**config.mk**
```make
export PLATFORM = sky130hd
export DESIGN_NAME = fetch_unit
export DESIGN_NICKNAME = d
export VERILOG_FILES = /design/src/rtl/mips_pkg.sv /design/src/rtl/fetch_next_pc.sv /design/src/rtl/fetch_unit.sv
export SDC_FILE = /design/constraint.sdc
export NUM_CORES = 1
export LEC_CHECK = 0
export CELL_PAD_IN_SITES_DETAIL_PLACEMENT = 0
export CELL_PAD_IN_SITES_GLOBAL_PLACEMENT = 1
export CORE_AREA = 8 8 166 168
export DETAILED_ROUTE_END_ITERATION = 8
export DIE_AREA = 0 0 174 176
export PLACE_DENSITY = 0.85
export SETUP_SLACK_MARGIN = 0.3
export SLEW_MARGIN = 20
export SYNTH_ARGS = -nofsm -noshare
export SYNTH_HDL_FRONTEND = slang
export SYNTH_SLANG_ARGS = --single-unit
```
**constraint.sdc**
```tcl
create_clock -name clk_i -period 2.65 [get_ports clk_i]
set_input_delay 0.53 -clock clk_i [delete_from_list [all_inputs] [get_ports clk_i]]
set_output_delay 0.53 -clock clk_i [all_outputs]
set_load 0.01 [all_outputs]
```
**src/rtl/mips_pkg.sv**
```systemverilog
// Shared MIPS core definitions: opcodes, bubble word, fetch FSM states and IF/ID payload.
package mips_pkg;

  localparam int unsigned XLEN = 32;
  localparam int unsigned OP_W = 6;

  localparam logic [XLEN-1:0] NOP_INST = 32'h0000_0000;

  localparam logic [OP_W-1:0] OP_RTYPE = 6'b000000;
  localparam logic [OP_W-1:0] OP_ADDI  = 6'b001000;
  localparam logic [OP_W-1:0] OP_LW    = 6'b100011;
  localparam logic [OP_W-1:0] OP_SW    = 6'b101011;
  localparam logic [OP_W-1:0] OP_BEQ   = 6'b000100;
  localparam logic [OP_W-1:0] OP_J     = 6'b000010;

  typedef enum logic [1:0] {
    IDLE  = 2'd0,
    FETCH = 2'd1,
    HOLD  = 2'd2
  } fetch_state_e;

  typedef struct packed {
    logic [XLEN-1:0] inst;
    logic [XLEN-1:0] pc4;
  } ifid_t;

  function automatic logic [OP_W-1:0] opcode(input logic [XLEN-1:0] inst);
    return inst[31:26];
  endfunction

endpackage

```
**src/rtl/fetch_next_pc.sv**
```systemverilog
// Next-PC select for the fetch stage: branch beats jump, otherwise sequential PC+4.
module fetch_next_pc
  import mips_pkg::*;
(
  input  logic [XLEN-1:0] i_pc,
  input  logic [3:0]      i_pc4_hi,
  input  logic [25:0]     i_jump_index,
  input  logic [29:0]     i_branch_target_hi,
  input  logic            i_branch,
  input  logic            i_jump,
  output logic [XLEN-1:0] o_next_pc_c,
  output logic            o_redirect_c
);

  logic [XLEN-1:0] w_jump_target;

  assign w_jump_target = {i_pc4_hi, i_jump_index, 2'b00};

  always_comb begin
    o_redirect_c = i_branch | i_jump;
    o_next_pc_c  = i_pc + 32'd4;
    if (i_branch) begin
      o_next_pc_c = {i_branch_target_hi, 2'b00};
    end else if (i_jump) begin
      o_next_pc_c = w_jump_target;
    end
  end

endmodule

```
**src/rtl/fetch_unit.sv**
```systemverilog
// Instruction fetch stage: PC, imem req/ready handshake, IF/ID register, redirect and squash.
// Optional FETCH_PERF_EN adds saturating fetch/squash event counters.
module fetch_unit #(
  parameter logic [31:0] RESET_PC = 32'h0000_0000,
  parameter logic [31:0] NOP_INST = mips_pkg::NOP_INST
) (
  input  logic        clk_i,
  input  logic        rst_i,
  input  logic        start_i,
  input  logic        stall_i,
  input  logic        branch_i,
  input  logic [31:0] branch_target_i,
  input  logic        jump_i,
  output logic        imem_req_o,
  output logic [31:0] imem_addr_o,
  input  logic        imem_ready_i,
  input  logic [31:0] imem_data_i,
  output logic [31:0] ifid_inst_o,
  output logic [31:0] ifid_pc4_o,
  output logic        ifid_valid_o,
  output logic [5:0]  op_o
`ifdef FETCH_PERF_EN
  ,
  output logic [31:0] perf_fetch_o,
  output logic [31:0] perf_squash_o
`endif
);

  import mips_pkg::*;

  fetch_state_e    r_state, w_state_nxt;
  logic [XLEN-1:0] r_pc, w_pc_nxt;
  logic [XLEN-1:0] r_addr, w_addr_nxt;
  logic            r_squash, w_squash_nxt;
  logic            r_req;
  ifid_t           r_ifid, w_ifid_nxt;
  logic            r_ifid_valid, w_ifid_valid_nxt;
  ifid_t           r_hold, w_hold_nxt;

  logic [XLEN-1:0] w_next_pc_c;
  logic            w_redirect_c;
  logic            w_redirect;
  logic            w_accept;
  logic            w_deliver;
  logic [XLEN-1:0] w_pc4;

  fetch_next_pc u_next_pc (
    .i_pc               (r_pc),
    .i_pc4_hi           (r_ifid.pc4[31:28]),
    .i_jump_index       (r_ifid.inst[25:0]),
    .i_branch_target_hi (branch_target_i[31:2]),
    .i_branch           (branch_i),
    .i_jump             (jump_i),
    .o_next_pc_c        (w_next_pc_c),
    .o_redirect_c       (w_redirect_c)
  );

  // IDLE ignores redirects; a return is only usable when neither squashed nor redirected
  assign w_redirect = w_redirect_c && (r_state != IDLE);
  assign w_accept   = (r_state == FETCH) && imem_ready_i;
  assign w_deliver  = w_accept && !r_squash && !w_redirect;
  assign w_pc4      = r_pc + 32'd4;

  always_ff @(posedge clk_i or negedge rst_i) begin
    if (!rst_i) begin
      r_state <= IDLE;
    end else begin
      r_state <= w_state_nxt;
    end
  end

  always_comb begin
    w_state_nxt = r_state;
    case (r_state)
      IDLE:    if (start_i) w_state_nxt = FETCH;
      FETCH:   if (w_deliver && stall_i) w_state_nxt = HOLD;
      HOLD:    if (w_redirect || !stall_i) w_state_nxt = FETCH;
      default: w_state_nxt = IDLE;
    endcase
  end

  always_comb begin
    w_pc_nxt         = r_pc;
    w_addr_nxt       = r_addr;
    w_squash_nxt     = r_squash;
    w_ifid_nxt       = r_ifid;
    w_ifid_valid_nxt = r_ifid_valid;
    w_hold_nxt       = r_hold;

    // without redirect the selector yields pc+4
    if (w_redirect || w_deliver) w_pc_nxt = w_next_pc_c;

    if (w_accept) begin
      w_squash_nxt = 1'b0;
    end else if (w_redirect && (r_state == FETCH)) begin
      w_squash_nxt = 1'b1;
    end

    // an outstanding request keeps its address until it completes
    w_addr_nxt = ((r_state == FETCH) && !imem_ready_i) ? r_addr : w_pc_nxt;

    if (w_deliver && stall_i) w_hold_nxt = '{inst: imem_data_i, pc4: w_pc4};

    if (w_redirect) begin
      w_ifid_nxt.inst  = NOP_INST;
      w_ifid_valid_nxt = 1'b0;
    end else if ((r_state == HOLD) && !stall_i) begin
      w_ifid_nxt       = r_hold;
      w_ifid_valid_nxt = 1'b1;
    end else if (w_deliver && !stall_i) begin
      w_ifid_nxt       = '{inst: imem_data_i, pc4: w_pc4};
      w_ifid_valid_nxt = 1'b1;
    end else if (!stall_i) begin
      w_ifid_nxt.inst  = NOP_INST;
      w_ifid_valid_nxt = 1'b0;
    end
  end

  always_ff @(posedge clk_i or negedge rst_i) begin
    if (!rst_i) begin
      r_pc         <= RESET_PC;
      r_addr       <= RESET_PC;
      r_squash     <= 1'b0;
      r_req        <= 1'b0;
      r_ifid       <= '{inst: NOP_INST, pc4: '0};
      r_ifid_valid <= 1'b0;
      r_hold       <= '0;
    end else begin
      r_pc         <= w_pc_nxt;
      r_addr       <= w_addr_nxt;
      r_squash     <= w_squash_nxt;
      r_req        <= (w_state_nxt == FETCH);
      r_ifid       <= w_ifid_nxt;
      r_ifid_valid <= w_ifid_valid_nxt;
      r_hold       <= w_hold_nxt;
    end
  end

  assign imem_req_o   = r_req;
  assign imem_addr_o  = r_addr;
  assign ifid_inst_o  = r_ifid.inst;
  assign ifid_pc4_o   = r_ifid.pc4;
  assign ifid_valid_o = r_ifid_valid;
  assign op_o         = opcode(r_ifid.inst);

`ifdef FETCH_PERF_EN
  logic        w_fetch_evt;
  logic        w_squash_evt;
  logic [31:0] r_perf_fetch;
  logic [31:0] r_perf_squash;

  assign w_fetch_evt  = !w_redirect && !stall_i && (((r_state == HOLD)) || w_deliver);
  assign w_squash_evt = (w_accept && (r_squash || w_redirect)) ||
                        ((r_state == HOLD) && w_redirect);

  // saturating event counters
  always_ff @(posedge clk_i or negedge rst_i) begin
    if (!rst_i) begin
      r_perf_fetch  <= '0;
      r_perf_squash <= '0;
    end else begin
      if (w_fetch_evt && (r_perf_fetch != 32'hFFFF_FFFF)) r_perf_fetch <= r_perf_fetch + 32'd1;
      if (w_squash_evt && (r_perf_squash != 32'hFFFF_FFFF)) r_perf_squash <= r_perf_squash + 32'd1;
    end
  end

  assign perf_fetch_o  = r_perf_fetch;
  assign perf_squash_o = r_perf_squash;
`endif

endmodule

```
Yosys cells after proc, flatten, opt, wreduce, memory -nomap -nowiden
Index checks and enable logic that the tools add are counted.
{"block": "totals", "in_bits": 71, "ff_bits": 197}
{"block": "classes", "reduce_logical": 20, "n_addsub": 1, "n_bitwise": 2, "n_eq_ne": 4, "n_mux": 18}
{"op": "$mux 32", "count": 7}
{"op": "$mux 64", "count": 1}
{"op": "$add 32x3->32 const B", "count": 1}
{"op": "$logic_and 1x1->1", "count": 9}
{"op": "$mux 1", "count": 6}
{"op": "$mux 2", "count": 3}
{"op": "$pmux 2 s3", "count": 1}
{"op": "$reduce_bool 2->1", "count": 3}
{"op": "$eq 2x1->1 const B", "count": 2}
{"op": "$logic_not 1->1", "count": 4}
{"op": "$ne 4x1->1 const B", "count": 1}
{"op": "$eq 2x2->1 const B", "count": 1}
{"op": "$logic_not 2->1", "count": 1}
{"op": "$logic_or 1x1->1", "count": 2}
{"op": "$reduce_and 2->1", "count": 1}
{"op": "$not 1->1", "count": 1}
{"op": "$or 1x1->1", "count": 1}

Depth between registers and ports, before layout
Gate-level depths: netlist (run 1).
{"block": "logic_depth", "depth_word": 8, "mapped_depth": 9, "depth_no_buf": 6}

By module
A second synthesis (run 1) with hierarchy kept.
{"block": "unflattened", "cells_unflattened": 884, "hier_area_um2": 9524.1}
{"module": "fetch_unit", "seq_area_each_um2": 4929.7, "area_each_um2": 8414.3, "cells_each": 708, "instances": 1}
{"module": "fetch_next_pc", "seq_area_each_um2": 0.0, "area_each_um2": 1109.8, "cells_each": 176, "instances": 1}

Worst setup path before layout (run 1)
OpenSTA, ideal clock, no wires.
{"block": "synth_timing", "kind": "register to register", "from": "register r_pc[2]", "to": "register r_addr[14] (netlist: imem_addr_o[14])", "path_slack_ps": 576, "period_less_slack_ps": 2074, "arrival_time_ps": 1944, "path_stages_with_launch": 7, "path_cell_list": "dfrtp_1 ha_1 nand3_1 or4_1 a221o_1 a21oi_1 o31ai_1"}
{"block": "synth_via", "elab_chain_cells": 4}
{"element": "start, declared", "line": "fetch_unit.sv:32", "text": "logic [XLEN-1:0] r_pc, w_pc_nxt;"}
{"element": "start signal, assigned", "line": "fetch_unit.sv:129", "text": "r_pc <= w_pc_nxt;"}
{"element": "$add 32x3->32", "line": "fetch_next_pc.sv:21", "text": "o_next_pc_c = i_pc + 32'd4;"}
{"element": "$mux 32", "line": "fetch_next_pc.sv:24", "text": "end else if (i_jump) begin"}
{"element": "$mux 32", "line": "fetch_next_pc.sv:22", "text": "if (i_branch) begin"}
{"element": "$mux 32", "line": "fetch_unit.sv:91", "text": "if (w_redirect || w_deliver) w_pc_nxt = w_next_pc_c;"}
{"element": "end signal, assigned", "line": "fetch_unit.sv:130", "text": "r_addr <= w_addr_nxt;"}
{"element": "end, declared", "line": "fetch_unit.sv:33", "text": "logic [XLEN-1:0] r_addr, w_addr_nxt;"}
No other way between the ends.
A chain may end at the register's enable or synchronous reset.

Worst setup path after layout (run 1)
{"block": "layout_timing", "from": "register r_pc[9]", "to": "register r_addr[14] (netlist: imem_addr_o[14])"}
Same word-level chain as after synthesis.

==> metrics.md, run 1 <==
| Metric | Value |
|---|---|
| Worst Setup Path Type | reg2reg |
| Chip width | 174 µm |
| Netlist Area Pre-Place | 9790 µm² |
| Unrepaired setup endpoints after global routing | no |
| Highest clock rate | 448 MHz |
| Longest Clk Path Bufs | 2 |
| Layout Utilization | 0.513 |
| WL/cell | 20.4 µm |
| Die ar. | 30600 µm² |
| Post-synth EDFFs | 0 |
| Arrival time at the worst endpoint | 2.54 ns |
| Area growth, synth to finish | 30.1% |
| Max-slew headroom | 0.584 |
| Grt ovf | 0 |
| CP Launch Type | register |
| Setup TNS | 0 ns |
| Worst VDD drop | 0.393 mV |
| Synth unique cells | 75 |
| Nets@finish | 1230 |
| Initial antenna violation count | 3 |
| Final Hold Viols | 0 |
| Slew @ Worst Pin | 0.609 ns |
| Reg clk slew, reported paths | 0.08 ns |
| I/O Pins | 175 |
| Sequential-to-total area share from yosys stat | 0.503 |
| Worst path required time | 2.96 ns |
| Syn Area/Cell | 9.86 µm² |
| H-tree depth | 4 |
| Total number of vias | 8323 |
| Hold-fix buffers, CTS | 0 |
| Leakage | 0.00537 µW |
| Tightest Hold Check Type | in2async |
| Final Setup Violations | 0 |
| Placer Congestion | 0.892 |
| First-pass GRT wire length | 48.8 mm |
| Routed wire length | 30.6 mm |
| Vias in the first global route | 8293 |
| Yosys warnings | 0 |
| FFs w/ async S/R, synth | 1.00 |
| Most used DFF post-synth | dfrtp_1 |
| CP Max Fanout | 9 |
| DR iter-0 viols | 713 |
| M1 WL | 14.0 mm |
| CTS Buf Count | 17 |
| Clock Sinks | 197 |
| Max-cap violations | 0 |
| Fin crit share | 0.842 |
| Syn_nets | 1065 |
| Skew-Pair Late Insertion Delay | 0.44 ns |
| CTS tree | done |
| Largest net degree at the start of global routing | 68 |
| PortBufs | 172 |
| Post-DP HPWL | 23.0 mm |
| CP endpoint kind | register |
| # DRC | 0 |
| Layout cells sized above 1 | 0.158 |
| Met2 routed WL | 14.0 mm |
| Mapped Cells | 993 |
| ANT nets after route | 0 |
| Length of routed met3 wiring | 2.00 mm |
| Skew final | 0.0137 ns |
| Row count | 58 |
| Status | finished clean |
| Tmin final | 2.23 ns |
| CORE AREA | 24800 µm² |
| Seq cells post-synth | 197 |
| DR top layer | met5 |
| Initial core utilization | 0.395 |
| Routed vias/inst | 5.54 |
| Clk root buf | clkbuf_16 |
| Max Slew Vio Count | 0 |
| Total GRT Usage | 0.201 |
| P per Cell Area | 768 nW/µm² |
| Die Height | 176 µm |
| Pre-antenna DRT Iters | 7 |
## through the flow
| step | total power (µW) | instance area (µm²) | hold slack, ns | instances | worst slack [ns] |
|---|---|---|---|---|---|
| floorplan | 5750 | 9790 | 0.234 | 993 | 0.576 |
| global placement | 7170 | 12100 | 0.454 | 1467 | 0.101 |
| detailed placement | 7250 | 12100 | 0.458 | 1467 | 0.0478 |
| CTS | 9850 | 12700 | 0.122 | 1498 | 0.441 |
| global route | 10300 | 12700 | 0.151 | 1501 | 0.282 |
| finish | 9790 | 12700 | 0.113 | 1501 | 0.418 |
## cell families after synthesis
group,Yosys count,synth area share
AOI/OAI and AO/OA,281,0.192
xor gates and xnor gates,17,0.0152
adders and majority gates,1,0.00128
buffers and inverters,103,0.0487
DFF,197,0.503
muxes,67,0.0763
and+or+nand+nor,327,0.164
## path summary, 6_finish.rpt
check / from / endpoint / slack, ns / cells after the start
worst max-delay path: r_pc[9] / imem_addr_o[14] / 0.42 / 5
worst min-delay path: rst_i / r_hold[23] / 0.11 / 1
worst max register to register: r_pc[9] / imem_addr_o[14] / 0.42 / 5
worst min register to register: r_hold[22] / r_hold[22] / 0.48 / 2
max in group asynchronous: rst_i / r_state[1] / 1.86 / 2
min in group clk_i: r_hold[22] / r_hold[22] / 0.48 / 2
## final cells by class
| type | count | area (µm²) |
|---|---|---|
| fillers | 2296 | 12100 |
| flip-flops and latches | 197 | 4930 |
| multi-input cells | 693 | 4420 |
| repair buffers | 237 | 2350 |
| clock buffers | 17 | 425 |
| well taps | 330 | 413 |
| clock inverters | 14 | 159 |
| inverters | 12 | 45.0 |
| diodes | 1 | 2.50 |
## worst max-delay path, stage by stage, from the launching register on
cell	delay, ns
dfrtp_1	0.52
nand3_2	0.30
or4_1	0.59
a221o_1	0.37
a21oi_1	0.21
o31ai_1	0.12
## synth_stat cells (2+ instances only)
| cell type | number | area [µm²] |
|---|---|---|
| nor4_2 | 2 | 25.0 |
| a211oi_2 | 2 | 25.0 |
| a21boi_0 | 2 | 15.0 |
| o311ai_0 | 3 | 26.3 |
| mux2_2 | 56 | 631 |
| a31oi_1 | 10 | 62.6 |
| dfrtp_1 | 197 | 4930 |
| o21a_1 | 9 | 67.6 |
| or3_1 | 4 | 25.0 |
| a21oi_1 | 44 | 220 |
| and4_1 | 5 | 43.8 |
| buf_4 | 11 | 82.6 |
| nand3_1 | 31 | 155 |
| clkbuf_1 | 49 | 184 |
| a211oi_1 | 8 | 60.1 |
| mux2i_1 | 9 | 90.1 |
| a2bb2oi_1 | 3 | 26.3 |
| nand4_2 | 2 | 25.0 |
| o22a_1 | 2 | 17.5 |
| o22ai_1 | 6 | 37.5 |
| o31a_1 | 5 | 43.8 |
| nand4_1 | 10 | 62.6 |
| a21o_1 | 3 | 22.5 |
| nor2_1 | 80 | 300 |
| buf_1 | 2 | 7.51 |
| xor2_1 | 5 | 43.8 |
| or2_2 | 3 | 18.8 |
| a221o_1 | 35 | 350 |
| nand2_1 | 113 | 424 |
| and3_1 | 13 | 81.3 |
| a22o_1 | 2 | 17.5 |
| nor4_1 | 12 | 75.1 |
| o31ai_1 | 9 | 67.6 |
| o21ai_0 | 102 | 510 |
| o211a_1 | 2 | 20.0 |
| buf_6 | 2 | 22.5 |
| a221oi_1 | 3 | 26.3 |
| xnor2_1 | 12 | 105 |
| o211ai_1 | 16 | 120 |
| nand3_2 | 4 | 40.0 |
| inv_1 | 11 | 41.3 |
| buf_2 | 27 | 135 |
| nor3_1 | 27 | 135 |
| nor2b_1 | 4 | 25.0 |
| nand2b_1 | 6 | 37.5 |
## layer usage
| layer | track usage | vias up |
|---|---|---|
| met5 | 0 | - |
| met4 | 0.0602 | 4 |
| met3 | 0.0511 | 40 |
| met2 | 0.312 | 264 |
| met1 | 0.273 | 4066 |
| li1 | - | 3949 |
## registers in the layout, indices dropped and copies added (netlist names)
name / flops
ifid_inst_o: 32
ifid_pc4_o: 32
ifid_valid_o: 1
imem_addr_o: 32
imem_req_o: 1
r_hold: 64
r_pc: 32
r_squash: 1
r_state: 2
## timing repair
action                                 in CTS  in global routing
setup endpoints to repair                   0                  9
setup buffers                               0                  2
endpoints found under the hold margin       0                  0
resized for setup                           0                  2
## report_power, final
| part | switching (µW) | internal, µW | leakage, µW |
|---|---|---|---|
| clock | 1270 | 1340 | 0.000287 |
| combinational | 1300 | 1470 | 0.00261 |
| sequential | 610 | 3790 | 0.00248 |
| total | 3180 | 6600 | 0.00537 |
## layout by cell type, fill, tap and decap left out, types with 5 or more instances in the layout
cell and count:
clkdlybuf4s50_1 170, and3_1 12, buf_4 54, o31ai_1 9, nor4_1 11, clkbuf_16 17
and4_1 5, o21ai_0 102, nand2_1 113, mux2i_1 9, dfrtp_1 197, o21a_1 9
xor2_1 5, a21oi_1 44, o211ai_1 16, nand3_1 30, o22ai_1 6, nand4_1 10
inv_1 11, xnor2_1 12, a31oi_1 10, o31a_1 5, buf_12 11, nor3_1 25
mux2_2 56, inv_8 5, nor2_1 79, a211oi_1 8, nand2b_1 6, a221o_1 35
(Power assumes the default switching activity.)
==> inputs of run 2 (changes only) <==
==> constraint.sdc (replaced) <==
create_clock -name clk_i -period 2.1 [get_ports clk_i]
set_input_delay 0.42 -clock clk_i [delete_from_list [all_inputs] [get_ports clk_i]]
set_output_delay 0.42 -clock clk_i [all_outputs]
set_load 0.01 [all_outputs]
==> metrics.md, run 2 (same netlist as run 1, synthesis figures left out) <==
| Metric | Value |
|---|---|
| Comb power frac | 0.337 |
| Row count | 58 |
| Clock Sinks | 197 |
| Arrival time at the worst endpoint | 2.34 ns |
| Highest clock rate | 510 MHz |
| Multi-input logic area | 5470 µm² |
| Switching part of the total | 0.332 |
| Nets@finish | 1361 |
| CP Max Fanout | 3 |
| FF/Latch Area | 4950 µm² |
| Chip width | 174 µm |
| First-pass GRT wire length | 52.1 mm |
| Die Height | 176 µm |
| Placer Congestion | 0.911 |
| Vias in the first global route | 9111 |
| Worst r2r src | r_pc[13] |
| Fin crit share | 0.935 |
| Fillers | 1995 |
| Total GRT Usage | 0.216 |
| I/O Pins | 175 |
| Layout Cells excl Fill | 1632 |
| Tightest Hold Check Type | in2reg |
| Internal | 9240 µW |
| Tmin final | 1.96 ns |
| Skew-Pair Late Insertion Delay | 0.44 ns |
| Unrepaired setup endpoints after global routing | yes |
| Most frequent cells in the layout | dfrtp_1, buf_4, clkdlybuf4s50_1, nor2_1, o21ai_0 |
| P per Cell Area | 900 nW/µm² |
| Max Slew Vio Count | 0 |
| Reg clk slew, reported paths | 0.07 ns |
| Area growth, synth to finish | 56.9% |
| CP startpoint | r_pc[13] |
| CTS tree | done |
| Grt ovf | 0 |
| Skew final | 0.0130 ns |
| Routed wire length | 36.2 mm |
| WL/cell | 22.2 µm |
| Final Hold Viols | 0 |
| ANT nets after route | 0 |
| Setup TNS | 0 ns |
| Ant diodes | 0 |
| Worst VDD drop | 0.525 mV |
| Status | finished clean |
| Leakage | 0.00699 µW |
| DR iter-0 viols | 774 |
| Max FFs per register | 64 |
| Max-cap violations | 0 |
| Inst Count DP | 1528 |
| Routed vias/inst | 5.69 |
| PortBufs | 172 |
| Initial core utilization | 0.395 |
| # DRC | 0 |
| Worst path required time | 2.47 ns |
| Total number of vias | 9288 |
| Clk pwr share | 0.253 |
| Worst Hold Launch | stall_i |
| Most common cell after layout, fill and taps aside | dfrtp_1 |
| CP Launch Type | register |
| Max-slew headroom | 0.627 |
| Reg power frac | 0.410 |
| Final Setup Violations | 0 |
| Clk root buf | clkbuf_16 |
| Post-DP HPWL | 23.9 mm |
| Die ar. | 30600 µm² |
| CORE AREA | 24800 µm² |
| NetSw | 4590 µW |
| CP endpoint kind | register |
| Layout cells sized above 1 | 0.371 |
| Largest net degree at the start of global routing | 61 |
| CTS Buf Count | 17 |
| Initial antenna violation count | 1 |
| Biggest register | r_hold |
| Slew @ Worst Pin | 0.560 ns |
| Worst Setup Path Type | reg2reg |
| Pre-antenna DRT Iters | 5 |
| Longest Clk Path Bufs | 2 |
| H-tree depth | 4 |
run 2: cell type report:
| cell class | count | area share |
|---|---|---|
| flip-flops and latches | 197 | 0.322 |
| clock inverters | 12 | 0.0105 |
| clock buffers | 20 | 0.0304 |
| repair buffers | 368 | 0.251 |
| multi-input cells | 693 | 0.356 |
| inverters | 12 | 0.00318 |
| well taps | 330 | 0.0269 |
run 2: worst paths after layout:
path,to,slack [ns],cells after the start
setup / recovery,imem_addr_o[30],0.14,6
hold / removal,r_state[1],0.40,3
setup reg to reg,imem_addr_o[30],0.14,6
hold reg to reg,r_hold[17],0.48,2
max in group asynchronous,ifid_inst_o[21],0.88,3
min in group asynchronous,imem_addr_o[22],0.57,2
run 2: routing by layer:
metal	global-route usage	part of all wire	vias up
met2	0.339	0.47	394
met4	0.0880	0.034	2
met3	0.0530	0.074	73
met5	0	0.00028	-
li1	-	-	4241
met1	0.284	0.42	4578
run 2: power by group through the flow:
| stage | Sequential, µW | Combinational [µW] | Clock (µW) |
|---|---|---|---|
| after global placement | 5530 | 3770 | 0 |
| after global routing | 5790 | 5030 | 3680 |
| after CTS | 5500 | 4120 | 3530 |
| final | 5670 | 4660 | 3490 |
| after detailed placement | 5580 | 3850 | 0 |
| after floorplan | 5560 | 1740 | 0 |
run 2: critical path, cell delays in order (launching register included):
cell,delay (ns)
dfrtp_1,0.35
buf_4,0.13
nand3_2,0.11
or4_4,0.60
o311ai_4,0.24
nor3b_2,0.28
mux2_2,0.20
run 2: repair_timing:
item	CTS	global route
setup buffers	37	17
hold buffers	1	0
resized for setup	143	253
hold endpoints to repair	2	0
gates cloned	6	11
pin swaps	33	83
endpoints found under the setup margin	169	188
run 2: stage by stage:
step / utilization / worst slack, ns / hold WS, ns / total power, µW / instance area, µm²
6_report: 0.619 / 0.137 / 0.398 / 13800 / 15400
5_1_grt: 0.619 / 0.0854 / 0.408 / 14500 / 15400
4_1_cts: 0.568 / 0.192 / 0.365 / 13100 / 14100
3_5_place_dp: 0.514 / -0.309 / 0.455 / 9420 / 12800
3_3_place_gp: 0.514 / -0.278 / 0.452 / 9310 / 12800
2_1_floorplan: - / 0.229 / 0.124 / 7300 / 9880
